### config.mk
export PLATFORM = sky130hd
export DESIGN_NAME = alu_mul_sequencer_flat
export DESIGN_NICKNAME = d
export VERILOG_FILES = /design/src/rtl/legv8_alu_pkg.sv /design/src/rtl/alu_mul_sequencer_if.sv /design/src/rtl/alu_mul_sequencer.sv /design/src/flat_wrapper.sv
export SDC_FILE = /design/constraint.sdc
export NUM_CORES = 1
export LEC_CHECK = 0
export BUFFER_PORTS_ARGS = -buffer_cell sky130_fd_sc_hd__buf_2
export CELL_PAD_IN_SITES_DETAIL_PLACEMENT = 1
export CELL_PAD_IN_SITES_GLOBAL_PLACEMENT = 2
export CORE_UTILIZATION = 28
export DETAILED_ROUTE_END_ITERATION = 8
export GPL_TIMING_DRIVEN = 0
export HOLD_SLACK_MARGIN = 0.05
export PLACE_DENSITY = 0.85
export SLEW_MARGIN = 40
export SYNTH_ARGS = -nofsm -noshare
export SYNTH_HDL_FRONTEND = slang
export SYNTH_SLANG_ARGS = --single-unit
### constraint.sdc
create_clock -name clock -period 2.3 [get_ports clock]
set_input_delay 0.23 -clock clock [delete_from_list [all_inputs] [get_ports clock]]
set_output_delay 0.23 -clock clock [all_outputs]
set_load 0.02 [all_outputs]
### src/rtl/legv8_alu_pkg.sv
// Shared ALU encodings and the multiply sequencer state type.
// Used by the multiply sequencer and by anything else that drives the execute-stage ALU.
package legv8_alu_pkg;

  localparam int DATA_W = 64;
  localparam int ITER   = 64;
  localparam int CNT_W  = $clog2(ITER);

  // FS[4:2] selects the operation; FS[1]/FS[0] invert B/A.
  localparam logic [4:0] FS_AND = 5'b00000;
  localparam logic [4:0] FS_OR  = 5'b00100;
  localparam logic [4:0] FS_ADD = 5'b01000;
  localparam logic [4:0] FS_XOR = 5'b01100;
  localparam logic [4:0] FS_LSL = 5'b10000;
  localparam logic [4:0] FS_LSR = 5'b10100;
  localparam logic [4:0] FS_SUB = 5'b01010;

  localparam int ST_Z = 0;
  localparam int ST_N = 1;
  localparam int ST_C = 2;
  localparam int ST_V = 3;

  typedef enum logic [2:0] {
    IDLE,
    ADD,
    SHL,
    SHR,
    FLAGS,
    DONE
  } seq_state_e;

endpackage

### src/rtl/alu_mul_sequencer_if.sv
// Request/response and ALU-issue signals of the multiply sequencer.
// The master modport is the parent side: it issues requests and hosts the ALU.
interface alu_mul_sequencer_if;
  import legv8_alu_pkg::*;

  logic              start;
  logic [DATA_W-1:0] op_a;
  logic [DATA_W-1:0] op_b;
  logic              busy;
  logic              done;
  logic [DATA_W-1:0] product;
  logic [3:0]        flags;

  logic [DATA_W-1:0] alu_a;
  logic [DATA_W-1:0] alu_b;
  logic [4:0]        alu_fs;
  logic              alu_c0;
  logic [DATA_W-1:0] alu_f;
  logic [3:0]        alu_status;

  modport master (
    output start, op_a, op_b, alu_f, alu_status,
    input  busy, done, product, flags, alu_a, alu_b, alu_fs, alu_c0
  );

  modport slave (
    input  start, op_a, op_b, alu_f, alu_status,
    output busy, done, product, flags, alu_a, alu_b, alu_fs, alu_c0
  );

endinterface

### src/rtl/alu_mul_sequencer.sv
// Shift-and-add 64-bit multiplier that borrows the shared combinational ALU
// for every add and shift; one result per 195 cycles, low 64 product bits.
module alu_mul_sequencer
  import legv8_alu_pkg::*;
(
  input logic                clock,
  input logic                reset,
  alu_mul_sequencer_if.slave bus
);

  seq_state_e        state;
  seq_state_e        state_next;
  logic [DATA_W-1:0] acc;
  logic [DATA_W-1:0] mcand;
  logic [DATA_W-1:0] mplier;
  logic [CNT_W-1:0]  cnt;
  logic [DATA_W-1:0] product_q;
  logic [3:0]        flags_q;

  logic last_iter;
  assign last_iter = (cnt == CNT_W'(ITER - 1));

  // NOTE: clocked state uses non-blocking assignments so every register
  // samples the pre-edge values regardless of process ordering.
  always_ff @(posedge clock) begin
    if (reset) state <= IDLE;
    else       state <= state_next;
  end

  // NOTE: default every combinational output first so no path leaves it
  // unassigned, which would otherwise infer a latch.
  always_comb begin
    state_next = state;
    unique case (state)
      IDLE:    if (bus.start) state_next = ADD;
      ADD:     state_next = SHL;
      SHL:     state_next = SHR;
      SHR:     state_next = last_iter ? FLAGS : ADD;
      FLAGS:   state_next = DONE;
      DONE:    state_next = IDLE;
      default: state_next = IDLE;
    endcase
  end

  // ALU drive depends only on state and registers, never on alu_f.
  always_comb begin
    bus.alu_a  = '0;
    bus.alu_b  = '0;
    bus.alu_fs = FS_AND;
    bus.alu_c0 = 1'b0;
    bus.busy   = (state != IDLE);
    bus.done   = (state == DONE);
    unique case (state)
      ADD: begin
        bus.alu_a  = acc;
        bus.alu_b  = mplier[0] ? mcand : '0;
        bus.alu_fs = FS_ADD;
      end
      SHL: begin
        bus.alu_a  = mcand;
        bus.alu_b  = DATA_W'(1);
        bus.alu_fs = FS_LSL;
      end
      SHR: begin
        bus.alu_a  = mplier;
        bus.alu_b  = DATA_W'(1);
        bus.alu_fs = FS_LSR;
      end
      FLAGS: begin
        bus.alu_a  = acc;
        bus.alu_fs = FS_OR;
      end
      default: ;
    endcase
  end

  // Reset is checked first so it overrides a coincident start.
  always_ff @(posedge clock) begin
    if (reset) begin
      acc       <= '0;
      mcand     <= '0;
      mplier    <= '0;
      cnt       <= '0;
      product_q <= '0;
      flags_q   <= '0;
    end else begin
      unique case (state)
        IDLE: begin
          if (bus.start) begin
            acc    <= '0;
            mcand  <= bus.op_a;
            mplier <= bus.op_b;
            cnt    <= '0;
          end
        end
        ADD: acc <= bus.alu_f;
        SHL: mcand <= bus.alu_f;
        SHR: begin
          mplier <= bus.alu_f;
          if (!last_iter) cnt <= cnt + 1'b1;
        end
        FLAGS: begin
          product_q <= bus.alu_f;
          flags_q   <= {2'b00, bus.alu_status[ST_N], bus.alu_status[ST_Z]};
        end
        default: ;
      endcase
    end
  end

  assign bus.product = product_q;
  assign bus.flags   = flags_q;

endmodule
### src/flat_wrapper.sv
// flat-port wrapper written by rule: the top's interface ports become plain ports
module alu_mul_sequencer_flat import legv8_alu_pkg::*;
  (clock, reset, bus_start, bus_op_a, bus_op_b, bus_alu_f, bus_alu_status, bus_busy, bus_done, bus_product, bus_flags, bus_alu_a, bus_alu_b, bus_alu_fs, bus_alu_c0);
  alu_mul_sequencer_if bus_i ();
  input logic clock;
  input logic reset;
  input wire logic [$bits(bus_i.start)-1:0] bus_start;
  input wire logic [$bits(bus_i.op_a)-1:0] bus_op_a;
  input wire logic [$bits(bus_i.op_b)-1:0] bus_op_b;
  input wire logic [$bits(bus_i.alu_f)-1:0] bus_alu_f;
  input wire logic [$bits(bus_i.alu_status)-1:0] bus_alu_status;
  output wire logic [$bits(bus_i.busy)-1:0] bus_busy;
  output wire logic [$bits(bus_i.done)-1:0] bus_done;
  output wire logic [$bits(bus_i.product)-1:0] bus_product;
  output wire logic [$bits(bus_i.flags)-1:0] bus_flags;
  output wire logic [$bits(bus_i.alu_a)-1:0] bus_alu_a;
  output wire logic [$bits(bus_i.alu_b)-1:0] bus_alu_b;
  output wire logic [$bits(bus_i.alu_fs)-1:0] bus_alu_fs;
  output wire logic [$bits(bus_i.alu_c0)-1:0] bus_alu_c0;
  assign bus_i.start = bus_start;
  assign bus_i.op_a = bus_op_a;
  assign bus_i.op_b = bus_op_b;
  assign bus_i.alu_f = bus_alu_f;
  assign bus_i.alu_status = bus_alu_status;
  assign bus_busy = bus_i.busy;
  assign bus_done = bus_i.done;
  assign bus_product = bus_i.product;
  assign bus_flags = bus_i.flags;
  assign bus_alu_a = bus_i.alu_a;
  assign bus_alu_b = bus_i.alu_b;
  assign bus_alu_fs = bus_i.alu_fs;
  assign bus_alu_c0 = bus_i.alu_c0;
  alu_mul_sequencer u_core (.clock(clock), .reset(reset), .bus(bus_i));
endmodule
== Word level (Yosys, flattened, before mapping) ==
Index checks and enable logic that the tools add are counted.
Word-level totals
  register bits: 267
  output and inout port bits: 204
  logic and storage cells: 43
Cells by class
  add/sub/neg operators: 1
  equal/unequal tests: 8
  muxes and demuxes: 16
  reductions and logical operators: 11
Operator list (count)
  one-hot mux 64 bit (2 select lines): 4
  2-to-1 mux 64 bit: 4
  one-hot mux 64 bit (3 select lines): 1
  one-hot mux 5 bit (4 select lines): 1
  one-hot mux 3 bit (5 select lines): 1
  2-to-1 mux 6 bit: 2
  one-hot mux 6 bit (2 select lines): 1
  adder 6 x 1 -> 6 bit, second input constant: 1
  equality test 3 x 2 -> 1 bit, second input constant: 2
  equality test 3 bit, second input constant: 2
  equality test 6 bit, second input constant: 1
  2-to-1 mux 3 bit: 2
  AND reduction 2 bit: 3
  nonzero test 2 bit: 3
  != test 2 bit, second input constant: 2
  OR reduction 2 bit: 2
  equality test 3 x 1 -> 1 bit, second input constant: 1
  logical NOT 3 bit: 1
  AND reduction 3 bit: 1
  nonzero test 3 bit: 1

== Depth between registers and ports, before layout ==
  word-level depth: 3
  gate-level depth with buffers: 6
  depth with buffers taken out: 4

== Least setup slack after synthesis ==
OpenSTA, ideal clock, no wires.
  path kind: register to output
  start point: register u_core.state[0]
  end point: output port bus_alu_a[19]
  arrival: 1.543 ns
  required time: 2.070 ns
  setup slack: 0.527 ns
  cell stages (with the launch flop): 6
  cell sequence: dfxtp_1 -> buf_2 -> buf_2 -> buf_2 -> mux2i_1 -> o2bb2ai_1
Between the ends
  word-level cells in the longest chain between the ends: 3
  elaborated cells between the ends (all ways): 6
  those cells by class: eq/ne (4); mux (1); reduce/logical (1)
RTL lines
  start, declared: line alu_mul_sequencer.sv:11  | seq_state_e state;
  start signal, assigned: line alu_mul_sequencer.sv:27  | else state <= state_next;
  equality test 3 x 1 -> 1 bit / equality test 3 bit (equally long branches): line alu_mul_sequencer.sv:53  | unique case (state)
  OR reduction 2 bit (no source line)
  one-hot mux 64 bit (3 select lines) *: line alu_mul_sequencer.sv:53
  end, declared: line flat_wrapper.sv:16  | output wire logic [$bits(bus_i.alu_a)-1:0] bus_alu_a;
Mark *: on every way between the ends. The rest lies on a longest branch, timed or not.

== Worst setup path in the final report ==
  start point: register u_core.state[0]
  end point: output port bus_alu_b[49]
Between the ends
  word-level cells in the longest chain between the ends: 3
  elaborated cells between the ends (all ways): 5
  those cells by class: eq/ne (3); mux (1); reduce/logical (1)
RTL lines
  equality test 3 x 2 -> 1 bit: line alu_mul_sequencer.sv:53
  OR reduction 2 bit (no source line)
  one-hot mux 64 bit (2 select lines) *: line alu_mul_sequencer.sv:53
  end, declared: line flat_wrapper.sv:17  | output wire logic [$bits(bus_i.alu_b)-1:0] bus_alu_b;
Marked as above.

==> impl_metrics.yaml <==
clocking:
  root_buffer: "clkbuf_16"
  cts.sinks: 267
  clk_pin_slew_worst_paths_ns: 0.06
  cts-buffers-inserted: 35
  cts_tree: "yes"
  insertion_delay_ns: 0.55
  clockBufferDepth: 3
  htreeDepth: 2
floorplanning:
  die_x_um: 210
  core-area_um2: 42300
  row_count: 75
  die_h_um: 210
  io_pins: 403
  dieArea_um2: 44200
  start_util_pct: 28.7
logic_synthesis:
  synthMostInstantiatedCell: "nand2_1"
  synth_area_leader_cell: "dfxtp_1"
  synth_commonest_cells: "nand2_1, dfxtp_1, a21oi_1, nand3_1, clkbuf_1"
  synth_edf_count: 0
  syn_avg_cell_area_um2: 7.99
  synth_xor_area_share_pct: 0.144
  synthCells: 1518
  synthSimpleGateAreaFrac_pct: 22.3
  synth-seq-area-share_pct: 44.1
  synthAdderAreaFrac_pct: 0.103
  ys_ff_latch: 267
  synth_cell_type_count: 38
  ys_top_cells_by_area: "dfxtp_1, nand2_1, a21oi_1"
  synthFlopType: "dfxtp_1"
  synth_compound_area_share_pct: 21.8
  yosys.area.top_type_share_pct: 44.1
  synth_top_family_by_area: "simple AND/OR/NAND/NOR gates"
  syn_area_um2: 12100
  synth-async-reset-ratio_pct: 0
  muxShareOfSynthArea_pct: 5.62
  yosys_warnings: 0
placed_design:
  post_dp_cell_area_um2: 14800
  port_buffers: 394
  globalplace.congestion: 0.901
  dp_hpwl_mm: 46.9
  place_ws_ns: -0.474
detailed_routing:
  ant_nets: 0
  routed_wl_mm: 67.6
  dr_total_vias: 14700
  via_per_inst: 5.33
  wl_per_cell_um: 24.5
  drtPass1Iterations: 5
  drc: 0
  first_iter_violations: 969
worst_setup_path:
  path_cells: "or3b_4 > inv_8 > buf_12 > clkbuf_16 > and3_4 > buf_6"
  cp-end-kind: "primary output"
  crit_type: "flip-flop to primary output"
  slowest_stage: "or3b_4"
  critPathArrivalTime_ns: 2.13
  required_ns: 2.07
  critPathLaunchType: "flip-flop"
  crit_fanout: 5
  worst_path_largest_cell_delay_ns: 0.42
  path_buf_inv: 4
  critical-path-top-delay-family: "simple AND/OR/NAND/NOR gates"
sta:
  finalCritPeriodShare_pct: 102
  fin_skew_ns: 0.0178
  worst-slew-pin-transition_ns: 0.856
  slew_headroom_pct: 43.0
  drv_slew: 0
  max_freq_mhz: 424
  layout_min_cycle_time_ns: 2.36
  setup_ws_ns: -0.0572
  setup_viol: 32
  hold_viol: 0
  rsz0062_at_grt: "true"
finish:
  synthToLayoutAreaGrowth_pct: 61.5
  final_cell_area_um2: 19600
  drive_gt1_share_pct: 29.2
  nNetsFinal: 2362
power:
  total_power_uw: 14000
  leakage_uw: 0.00793
  peakVddDrop_v: 0.000377
  p_per_area_nw_per_um2: 716
global_routing:
  antenna_found_initial: 6
  grt_max_degree: 20
  grt_usage_pct: 29.8
  grt_pass1_wl_mm: 98.6
  grt-ovfl-total: 0
  first_global_vias: 15700
outcome:
  violations: "setup timing"
  status: "finished with violations"
hold_path:
  hold_path_class: "input port to flip-flop"
flow_run:
  max_cap_violations: 0
-- state kept, by name (all words and copies together), names as in the netlist --
register            flops
u_core.bus.flags        2
u_core.mplier          64
u_core.cnt              6
u_core.state            3
u_core.mcand           64
u_core.acc             64
u_core.bus.product     64
-- worst register-to-register path: stages (launching register included) --
cell     delay [ns]
dfxtp_2        0.40
buf_6          0.16
nor3b_2        0.37
buf_2          0.45
buf_2          0.35
nand2_1        0.12
a21oi_1        0.21
-- report_power, final --
| group | internal, µW | total, µW | switching (µW) |
|---|---|---|---|
| clock network | 3390 | 5570 | 2180 |
| logic | 1280 | 3210 | 1930 |
| registers | 4970 | 5240 | 279 |
-- cell usage in the layout (no fill, tap or decap), types with 2 or more instances in the layout --
cell type and instances:
mux2i_2 7, clkbuf_2 13, o2bb2ai_4 4, buf_8 6, or3_1 4, and3_4 40, buf_6 58, dfxtp_1 264
a311oi_1 65, clkbuf_8 8, and3b_1 2, conb_1 5, buf_12 9, nand2_1 329, diode_2 3, dfxtp_4 2
buf_4 63, nand3_1 134, dlygate4sd3_1 194, mux2i_1 60, buf_2 325, clkinv_2 3, or3b_4 2, a22oi_1 64
clkbuf_4 6, and3_1 25, nor4_1 2, bufinv_16 3, inv_1 3, buf_1 12, nor2_1 65, clkbuf_1 77
a21oi_1 197, o2bb2ai_2 29, o2bb2ai_1 31, clkbuf_16 48
-- final timing paths --
path,from,to,slack [ns],depth (start not counted)
worst max-delay path,u_core.state[0]$_SDFFE_PP0P_,bus_alu_b[49],-0.06,6
worst min-delay path,bus_op_b[38],u_core.mplier[38]$_SDFFE_PP0P_,0.08,3
worst max register to register,u_core.state[2]$_SDFFE_PP0P_,u_core.bus.product[14]$_SDFFE_PP0N_,0.13,6
worst min register to register,u_core.bus.product[6]$_SDFFE_PP0N_,u_core.bus.product[6]$_SDFFE_PP0N_,0.45,2
-- stage by stage --
step / std cells / util (%) / hold WS, ns / setup TNS [ns]
2_1_floorplan: 1522 / - / 0.366 / 0
3_3_place_gp: 2493 / 35.1 / 0.440 / -35.45
3_5_place_dp: 2493 / 35.1 / 0.444 / -27.83
4_1_cts: 2754 / 45.1 / 0.0522 / -1.52
5_1_grt: 2761 / 46.3 / 0.117 / -2.20
6_report: 2763 / 46.3 / 0.0838 / -0.614
-- kinds of logic (layout without fill, tap and decap cells) --
logic type                 Yosys count  in the layout
AOI/OAI and AO/OA                  397            397
xor gates and xnor gates             2              2
adders and majority gates            1              1
buffers and inverters              169            830
DFF                                267            267
muxes                               68             68
other                                1              8
and+or+nand+nor                    613            613
-- cell type report --
class / instances / area [µm²]
diodes: 3 / 7.51
plain buffers: 163 / 1080
clock buffers: 52 / 1020
clock inverters: 6 / 105
fillers: 4975 / 22700
inverters: 4 / 22.5
multi-input cells: 1086 / 6620
flip-flops and latches: 267 / 5350
well taps: 577 / 722
repair buffers: 605 / 4650
-- per-layer routing --
| layer | up-vias | part of all wire [%] | track usage (%) | wire length (µm) |
|---|---|---|---|---|
| li1 | 6707 | - | - | - |
| met1 | 7324 | 42 | 36.6 | 28100 |
| met2 | 604 | 49 | 52.5 | 33100 |
| met3 | 104 | 6.4 | 4.89 | 4350 |
| met4 | 0 | 3.1 | 9.77 | 2130 |
| met5 | - | 0 | 0 | 0 |
-- what timing repair did --
action / 4_1_cts / 5_1_grt
pin swaps: 3 / 3
gates cloned: 4 / 5
resized for setup: 284 / 100
hold buffers: 194 / 0
hold endpoints to repair: 258 / 0
setup buffers: 7 / 0
endpoints found under the setup margin: 233 / 139
Power figures use the tool's default switching activity.
